$ cat src/rtl/song_reader_if.sv
// Bundle between song_reader and its neighbours: mcu control, song ROM
// read port and note_player hand-off.
interface song_reader_if #(
  parameter int NOTE_W = 6,
  parameter int DUR_W  = 6,
  parameter int IDX_W  = 5
);
  logic                    play;
  logic                    reset_player;
  logic [1:0]              song;
  logic                    note_done;
  logic [IDX_W+1:0]        rom_addr;
  logic [NOTE_W+DUR_W-1:0] rom_data;
  logic [NOTE_W-1:0]       note;
  logic [DUR_W-1:0]        duration;
  logic                    new_note;
  logic                    song_done;

  modport slave (
    input  play, reset_player, song, note_done, rom_data,
    output rom_addr, note, duration, new_note, song_done
  );

  modport master (
    output play, reset_player, song, note_done, rom_data,
    input  rom_addr, note, duration, new_note, song_done
  );
endinterface

$ cat src/rtl/song_reader.sv
// Walks the selected song in ROM one note at a time, handing each note to the
// note player and pulsing song_done at an end marker or after the last slot.
module song_reader #(
  parameter int NOTE_W = 6,
  parameter int DUR_W  = 6,
  parameter int IDX_W  = 5
) (
  input logic          clk,
  input logic          reset,
  song_reader_if.slave bus
);

  typedef enum logic [1:0] {IDLE, FETCH, WAIT, PLAYING} state_t;

  localparam logic [IDX_W-1:0] LAST_IDX = '1;

  state_t            state_reg, state_next;
  logic [IDX_W-1:0]  idx_reg, idx_next;
  logic [NOTE_W-1:0] note_reg, note_next;
  logic [DUR_W-1:0]  dur_reg, dur_next;
  logic              new_note_reg, new_note_next;
  logic              song_done_reg, song_done_next;

  logic [NOTE_W-1:0] rom_note;
  logic [DUR_W-1:0]  rom_dur;

  assign rom_note = bus.rom_data[NOTE_W+DUR_W-1:DUR_W];
  assign rom_dur  = bus.rom_data[DUR_W-1:0];

  // The address follows song directly, so a song change lands on the next fetch.
  assign bus.rom_addr  = {bus.song, idx_reg};
  assign bus.note      = note_reg;
  assign bus.duration  = dur_reg;
  assign bus.new_note  = new_note_reg;
  assign bus.song_done = song_done_reg;

  always_ff @(posedge clk or negedge reset) begin
    if (!reset) begin
      state_reg     <= IDLE;
      idx_reg       <= '0;
      note_reg      <= '0;
      dur_reg       <= '0;
      new_note_reg  <= 1'b0;
      song_done_reg <= 1'b0;
    end else begin
      state_reg     <= state_next;
      idx_reg       <= idx_next;
      note_reg      <= note_next;
      dur_reg       <= dur_next;
      new_note_reg  <= new_note_next;
      song_done_reg <= song_done_next;
    end
  end

  always_comb begin
    state_next     = state_reg;
    idx_next       = idx_reg;
    note_next      = note_reg;
    dur_next       = dur_reg;
    new_note_next  = 1'b0;
    song_done_next = 1'b0;

    if (bus.reset_player) begin
      state_next = IDLE;
      idx_next   = '0;
      note_next  = '0;
      dur_next   = '0;
    end else begin
      case (state_reg)
        IDLE: begin
          if (bus.play) state_next = FETCH;
        end
        FETCH: begin
          state_next = WAIT;
        end
        WAIT: begin
          // A zero duration marks the end of a song shorter than the full table.
          if (rom_dur == '0) begin
            song_done_next = 1'b1;
            idx_next       = '0;
            state_next     = IDLE;
          end else begin
            note_next     = rom_note;
            dur_next      = rom_dur;
            new_note_next = 1'b1;
            state_next    = PLAYING;
          end
        end
        PLAYING: begin
          if (bus.note_done) begin
            if (idx_reg == LAST_IDX) begin
              song_done_next = 1'b1;
              idx_next       = '0;
              state_next     = IDLE;
            end else begin
              idx_next   = idx_reg + 1'b1;
              state_next = bus.play ? FETCH : IDLE;
            end
          end
        end
        default: state_next = IDLE;
      endcase
    end
  end

endmodule

$ cat src/flat_wrapper.sv
// flat-port wrapper written by rule: the top's interface ports become plain ports
module song_reader_flat 
#(
  parameter int NOTE_W = 6,
  parameter int DUR_W  = 6,
  parameter int IDX_W  = 5
)
  (clk, reset, bus_play, bus_reset_player, bus_song, bus_note_done, bus_rom_data, bus_rom_addr, bus_note, bus_duration, bus_new_note, bus_song_done);
  song_reader_if #(.NOTE_W(NOTE_W), .DUR_W(DUR_W), .IDX_W(IDX_W)) bus_i ();
  input logic clk;
  input logic reset;
  input wire logic [$bits(bus_i.play)-1:0] bus_play;
  input wire logic [$bits(bus_i.reset_player)-1:0] bus_reset_player;
  input wire logic [$bits(bus_i.song)-1:0] bus_song;
  input wire logic [$bits(bus_i.note_done)-1:0] bus_note_done;
  input wire logic [$bits(bus_i.rom_data)-1:0] bus_rom_data;
  output wire logic [$bits(bus_i.rom_addr)-1:0] bus_rom_addr;
  output wire logic [$bits(bus_i.note)-1:0] bus_note;
  output wire logic [$bits(bus_i.duration)-1:0] bus_duration;
  output wire logic [$bits(bus_i.new_note)-1:0] bus_new_note;
  output wire logic [$bits(bus_i.song_done)-1:0] bus_song_done;
  assign bus_i.play = bus_play;
  assign bus_i.reset_player = bus_reset_player;
  assign bus_i.song = bus_song;
  assign bus_i.note_done = bus_note_done;
  assign bus_i.rom_data = bus_rom_data;
  assign bus_rom_addr = bus_i.rom_addr;
  assign bus_note = bus_i.note;
  assign bus_duration = bus_i.duration;
  assign bus_new_note = bus_i.new_note;
  assign bus_song_done = bus_i.song_done;
  song_reader #(.NOTE_W(NOTE_W), .DUR_W(DUR_W), .IDX_W(IDX_W)) u_core (.clk(clk), .reset(reset), .bus(bus_i));
endmodule
$ cat config.mk
export PLATFORM = sky130hd
export DESIGN_NAME = song_reader_flat
export DESIGN_NICKNAME = d
export VERILOG_FILES = /design/src/rtl/song_reader_if.sv /design/src/rtl/song_reader.sv /design/src/flat_wrapper.sv
export SDC_FILE = /design/constraint.sdc
export NUM_CORES = 1
export LEC_CHECK = 0
export CAP_MARGIN = 5
export CORE_MARGIN = 1
export CORE_UTILIZATION = 43
export CTS_BUF_LIST = sky130_fd_sc_hd__clkbuf_4 sky130_fd_sc_hd__clkbuf_8
export CTS_CLUSTER_DIAMETER = 200
export CTS_CLUSTER_SIZE = 30
export DETAILED_ROUTE_END_ITERATION = 10
export HOLD_SLACK_MARGIN = 0.05
export PLACE_DENSITY = 0.79
export SKIP_CTS_REPAIR_TIMING = 1
export SLEW_MARGIN = 10
export SYNTH_ARGS = -nofsm -noshare
export SYNTH_HDL_FRONTEND = slang
export SYNTH_SLANG_ARGS = --single-unit
$ cat constraint.sdc
create_clock -name clk -period 2.1 [get_ports clk]
set_clock_uncertainty 0.2 [all_clocks]
set_input_delay 0.63 -clock clk [delete_from_list [all_inputs] [get_ports clk]]
set_output_delay 0.63 -clock clk [all_outputs]
set_load 0.05 [all_outputs]
==> out/metrics.yaml, run 1 <==
routing:
  wl_per_cell_um: 14.6
  wl_mm: 2.21
  drc_errors: 0
  dr_total_vias: 800
  first_pass_iters: 4
  ant_nets: 0
  first_iter_violations: 13
  avgViaCountPerCell: 5.26
setup_path:
  cp-start-kind: "input port"
  crit_arrival_ns: 2.03
  setup.worst_path.end_class: "flip-flop"
  crit_required_ns: 2.10
  crit_type: "in2reg"
  worst-path-max-fanout: 4
clocking:
  cts_buffer_depth: 2
  clock-sinks: 21
  root_buffer: "clkbuf_4"
  insertion_delay_ns: 0.30
  cts_made_buffers: 3
  clk_pin_slew_worst_paths_ns: 0.10
  cts_tree: "yes"
  htree_levels: 1
logic_synthesis:
  netlist_area_um2: 963
  synth_edf_count: 0
  netlist.area_leader.share_pct: 54.5
  synthCells: 80
  synthArstFlopShare_pct: 100
  avgSynthCellArea_um2: 12.0
  synth_most_common_cell: "dfrtp_1"
  synth.distinct_cells: 30
  ys_seq_area_share_pct: 54.5
  synthTopCellsByCount: "21 x dfrtp_1, 12 x a22o_1, 5 x nand2_1, 5 x nor2_1"
  yosys_warnings: 0
  ys_ff_latch: 21
  synth.area.top_cells: "dfrtp_1 55%, a22o_1 11%, ha_1 2.6%"
  synth_ff_type: "dfrtp_1"
  synth_top_cell_by_area: "dfrtp_1"
  syn_nets: 101
power:
  ir_drop_mv: 0.573
  p_leak_nw: 0.719
  powerDensity_nw_per_um2: 569
sta:
  final_max_slew_viol_count: 0
  fin_crit_ns: 2.04
  holdWs_ns: 0.315
  hold_viol_final: 0
  fmax_mhz: 491
  fin_ws_ns: 0.0635
  finalSetupViolations: 0
  min_period_over_period_pct: 97.0
  worst_pin_slew_ns: 0.541
  max_slew_margin_pct: 63.8
job:
  maxCapViolCount: 0
floorplan:
  core-area_um2: 2040
  die_h_um: 49.3
  die_area_um2: 2430
  num_rows: 16
  start_util_pct: 47.2
  top_level_ports: 40
  die_w_um: 49.3
cells_and_area:
  drive_gt1_share_pct: 33.6
  syn2layout_area_growth_pct: 55.1
  filler_cell_count: 149
  final-seq-area_um2: 526
  num_antenna_cells: 0
  nets: 147
  multiInputGateArea_um2: 404
grt:
  grt_pass1_vias: 759
  antenna_found_initial: 0
  overflow: 0
  grt_first_pass_wirelength_mm: 3.46
  grt_max_degree: 22
  grt_usage_pct: 18.9
placed_design:
  place_ws_ns: -0.384
  hpwl_mm: 1.67
  routabilityCongestion: 0.789
  numPortBuffers: 35
hold_path:
  hold_class: "reg2reg"
run_status:
  outcome: "finished, final reports clean"
==> final timing paths <==
kind | to | cells past startpoint | from | slack [ns]
max | u_core.idx_reg[2] | 6 | bus_rom_data[0] | 0.06
min | u_core.bus.duration[4] | 1 | u_core.bus.duration[4] | 0.31
max reg2reg | u_core.idx_reg[3] | 7 | u_core.idx_reg[1] | 0.08
min reg2reg | u_core.bus.duration[4] | 1 | u_core.bus.duration[4] | 0.31
max in group asynchronous | u_core.state_reg[0] | 2 | reset | 1.03
min in group asynchronous | u_core.bus.note[2] | 2 | reset | 0.45
==> routing by layer <==
| layer | routed length (um) | global-route usage (%) | vias up |
|---|---|---|---|
| li1 | - | - | 385 |
| met1 | 978 | 24.0 | 395 |
| met2 | 1140 | 30.8 | 15 |
| met3 | 70 | 4.36 | 5 |
| met4 | 25 | 7.35 | 0 |
| met5 | 0 | 0 | - |
==> report_power, final <==
part / internal, mW / leakage [nW] / total (mW) / switching (mW)
sequential: 0.423 / 0.289 / 0.443 / 0.0206
combinational: 0.0963 / 0.412 / 0.208 / 0.112
clock: 0.0870 / 0.0184 / 0.199 / 0.112
total: 0.606 / 0.719 / 0.850 / 0.244
==> worst max-delay path, stage by stage <==
cell	delay (ns)
clkdlybuf4s50_1	0.47
nor4_4	0.32
a221o_2	0.30
buf_4	0.12
o21ai_0	0.07
o2bb2ai_1	0.12
==> metrics by stage <==
step                      util (%)  TNS [ns]  power (mW)  instances  instance area [um^2]
after floorplan                  -         0       0.561         80                   963
after global placement        70.3     -5.78       0.650        147                  1440
after detailed placement      70.3     -6.22       0.655        147                  1440
after CTS                     71.8    -0.515       0.857        151                  1470
after global routing          73.2   -0.0541       0.888        152                  1490
final                         73.2         0       0.850        152                  1490
==> area by class of cell <==
class,count,area share (%)
Sequential cell,21,35.2
Timing Repair Buffer,46,33.0
Multi-Input combinational cell,52,27.1
Tap cell,27,2.26
Clock buffer,4,2.01
Inverter,2,0.503
==> cell families (layout without fill, tap and decap cells) <==
family / after synthesis / in the layout / share of synthesized area [%]
and+or+nand+nor: 25 / 25 / 16.0
AOI/OAI and AO/OA: 22 / 22 / 18.4
DFF: 21 / 21 / 54.5
buffers and inverters: 7 / 52 / 4.80
muxes: 3 / 3 / 3.64
adders and majority gates: 2 / 2 / 2.60
==> layout by cell type, fill, tap and decap left out, types with 2 or more instances in the layout <==
cell and n:
buf_4 22, dfrtp_1 21, clkdlybuf4s50_1 13, a22o_1 12, buf_12 8, nor2_1 5, nand2_1 5, clkbuf_4 4
nand2b_1 3, a21oi_1 3, nand3_1 3, dlymetal6s2s_1 3, mux2i_1 2, o21ai_0 2, ha_1 2
Note: power is estimated with default switching activity, not from simulation.
==> run 2: changes to the inputs <==
--- a/config.mk
+++ b/config.mk
@@ -5,15 +5,19 @@
 export SDC_FILE = /design/constraint.sdc
 export NUM_CORES = 1
 export LEC_CHECK = 0
+export ABC_AREA = 1
 export CAP_MARGIN = 5
+export CELL_PAD_IN_SITES_DETAIL_PLACEMENT = 1
+export CELL_PAD_IN_SITES_GLOBAL_PLACEMENT = 2
 export CORE_MARGIN = 1
-export CORE_UTILIZATION = 43
+export CORE_UTILIZATION = 25
 export CTS_BUF_LIST = sky130_fd_sc_hd__clkbuf_4 sky130_fd_sc_hd__clkbuf_8
 export CTS_CLUSTER_DIAMETER = 200
 export CTS_CLUSTER_SIZE = 30
 export DETAILED_ROUTE_END_ITERATION = 10
 export HOLD_SLACK_MARGIN = 0.05
 export PLACE_DENSITY = 0.79
+export RECOVER_POWER = 100
 export SKIP_CTS_REPAIR_TIMING = 1
 export SLEW_MARGIN = 10
 export SYNTH_ARGS = -nofsm -noshare
==> run 2 against run 1 <==
Non-clock buffer count rose by 2. Critical path depth shrank 1. Sequential cell count did not move. Worst setup slack improved by 0.11 ns. Cell count rose by 47%. Highest routed layer unchanged.
==> out/metrics.yaml, run 2 <==
run_status:
  outcome: "finished, final reports clean"
routing:
  first_iter_violations: 30
  dr_total_vias: 996
  ant_nets: 0
  avgViaCountPerCell: 4.47
  wl_per_cell_um: 12.7
  first_pass_iters: 4
  wl_mm: 2.83
  drc_errors: 0
logic_synthesis:
  netlist.area_leader.share_pct: 49.2
  netlist_area_um2: 1070
  synth_most_common_cell: "nand2_1"
  avgSynthCellArea_um2: 8.48
  synthArstFlopShare_pct: 100
  ys_ff_latch: 21
  synthTopCellsByCount: "34 x nand2_1, 21 x dfrtp_1, 17 x nand3_1"
  syn_nets: 147
  ys_seq_area_share_pct: 49.2
  yosys_warnings: 0
  synth_edf_count: 0
  synth.area.top_cells: "dfrtp_1 49%, nand2_1 12%, nand3_1 8.0%"
  synth_ff_type: "dfrtp_1"
  synth.distinct_cells: 21
  synthCells: 126
  synth_top_cell_by_area: "dfrtp_1"
setup_path:
  crit_type: "in2reg"
  cpMaxStageDelayCell: "clkdlybuf4s50_1"
  crit_chain: "clkdlybuf4s50_1, nor2_1, inv_1, nand3_1, o21a_1"
  cp-start-kind: "input port"
  cp_top_family: "buffers and inverters"
  setup.worst_path.end_class: "flip-flop"
  crit_required_ns: 2.06
  reg2reg_from: "u_core.idx_reg[1]"
  cpPeakStageDelay_ns: 0.68
  worst-path-buf-inv: 2
  worst-path-max-fanout: 7
  r2r_cells: 9
  crit_arrival_ns: 1.89
  rr_endpoint: "u_core.idx_reg[2]"
  r2r_slack_ns: 0.30
power:
  ir_drop_mv: 0.234
  p_int_uw: 679
  power_frac_seq_pct: 43.9
  p_leak_nw: 0.811
  powerDensity_nw_per_um2: 700
  pwr-share-comb_pct: 30.7
  clockPowerShare_pct: 25.5
  p_sw_uw: 374
  switching_share_pct: 35.6
grt:
  antenna_found_initial: 0
  overflow: 0
  grt_max_degree: 22
  grt_pass1_vias: 1090
  grt_first_pass_wirelength_mm: 4.84
  grt_usage_pct: 14.1
cells_and_area:
  nets: 195
  layout_commonest_cell: "nand2_1"
  num_antenna_cells: 0
  syn2layout_area_growth_pct: 40.7
  final_cell_mix: "34 x nand2_1, 21 x dfrtp_1, 18 x nand3_1, 15 x clkdlybuf4s50_1, 15 x clkbuf_2"
  drive_gt1_share_pct: 26.6
  fin_cells: 223
sta:
  hold_viol_final: 0
  finalSetupViolations: 0
  min_period_over_period_pct: 91.9
  final_max_slew_viol_count: 0
  rsz0062_at_grt: "false"
  fmax_mhz: 518
  max_slew_margin_pct: 59.6
  worst_pin_slew_ns: 0.608
  tns_ns: 0
  fin_crit_ns: 1.93
  fin_ws_ns: 0.170
floorplan:
  die_h_um: 67.4
  die_w_um: 67.4
  core-area_um2: 4060
  die_area_um2: 4540
  start_util_pct: 26.3
  num_rows: 23
  top_level_ports: 40
placed_design:
  hpwl_mm: 2.20
  routabilityCongestion: 0.752
  dp_cells: 219
  numPortBuffers: 35
  place_ws_ns: -0.115
clocking:
  cts_tree: "yes"
  cts_made_buffers: 3
  root_buffer: "clkbuf_8"
  insertion_delay_ns: 0.26
  clock-sinks: 21
  cts_buffer_depth: 2
  clk_pin_slew_worst_paths_ns: 0.08
  htree_levels: 1
hold_path:
  hold_end: "u_core.bus.note[1]"
  worstHoldPathCells: 2
  hold_start: "u_core.bus.note[1]"
  hold_class: "reg2reg"
job:
  maxCapViolCount: 0
## run 2: changes by cell type in the layout (fill, tap and decap cells not counted), moves of 11 or more
cell      before  now
buf_4         22   10
clkbuf_2       0   15
a22o_1        12    0
nand2_2        0   11
nand3_1        3   18
nand2_1        5   34
## run 2: layer usage
metal | GRT usage [%] | share of wire (%)
met1 | 16.9 | 43
met2 | 25.9 | 50
met3 | 2.53 | 5.6
met4 | 3.19 | 0.49
met5 | 0 | 0
## run 2: final cells by class
type / count / area, um^2
clock inverter: 1 / 5.00
multi-input combinational: 91 / 455
sequential: 21 / 526
inverter: 9 / 36.3
timing repair buffer: 48 / 378
clock buffer: 3 / 41.3
tap: 50 / 62.6
fill: 494 / 2550
## run 2: power groups by stage
| stage | combinational, mW | clock, mW | sequential, mW |
|---|---|---|---|
| final | 0.323 | 0.268 | 0.462 |
| after global routing | 0.353 | 0.297 | 0.467 |
| after CTS | 0.351 | 0.278 | 0.463 |
| after detailed placement | 0.350 | 0 | 0.471 |
| after global placement | 0.344 | 0 | 0.469 |
| after floorplan | 0.119 | 0 | 0.564 |
## run 2: cells by family (layout without fill, tap and decap cells)
group,Yosys count,in the layout,share of synthesized area (%)
AND/OR/NAND/NOR,85,85,38.6
flip-flops,21,21,49.2
buffers and inverters,14,61,7.73
AO/OA/AOI/OAI,4,4,2.11
adder cells (fa/ha/maj),2,2,2.34
## run 2: stage by stage
| step | hold slack, ns | cell area, um^2 | util [%] | total power, mW |
|---|---|---|---|---|
| finish | 0.310 | 1500 | 37.1 | 1.05 |
| global route | 0.336 | 1500 | 37.1 | 1.12 |
| CTS | 0.316 | 1610 | 39.6 | 1.09 |
| detailed placement | 0.296 | 1560 | 38.5 | 0.820 |
| global placement | 0.285 | 1560 | 38.5 | 0.814 |
| floorplan | 0.134 | 1070 | - | 0.682 |
## run 2: how the worst max path moves through the flow
| stage | startpoint | endpoint | slack [ns] | cells past startpoint |
|---|---|---|---|---|
| global placement | bus_reset_player | u_core.state_reg[0] | -0.03 | 4 |
| finish | bus_reset_player | u_core.state_reg[1] | 0.17 | 5 |
| global route | bus_reset_player | u_core.bus.duration[5] | 0.03 | 4 |
| detailed placement | bus_reset_player | u_core.bus.duration[5] | -0.12 | 4 |
| floorplan | u_core.idx_reg[0] | u_core.idx_reg[0] | 0.19 | 9 |
| CTS | bus_reset_player | u_core.bus.duration[5] | 0.17 | 4 |
## run 2: tightest hold or removal path, stage by stage (launching register included)
cell and delay [ns]:
dfrtp_1 0.34, nand3_1 0.08, nand2_1 0.06
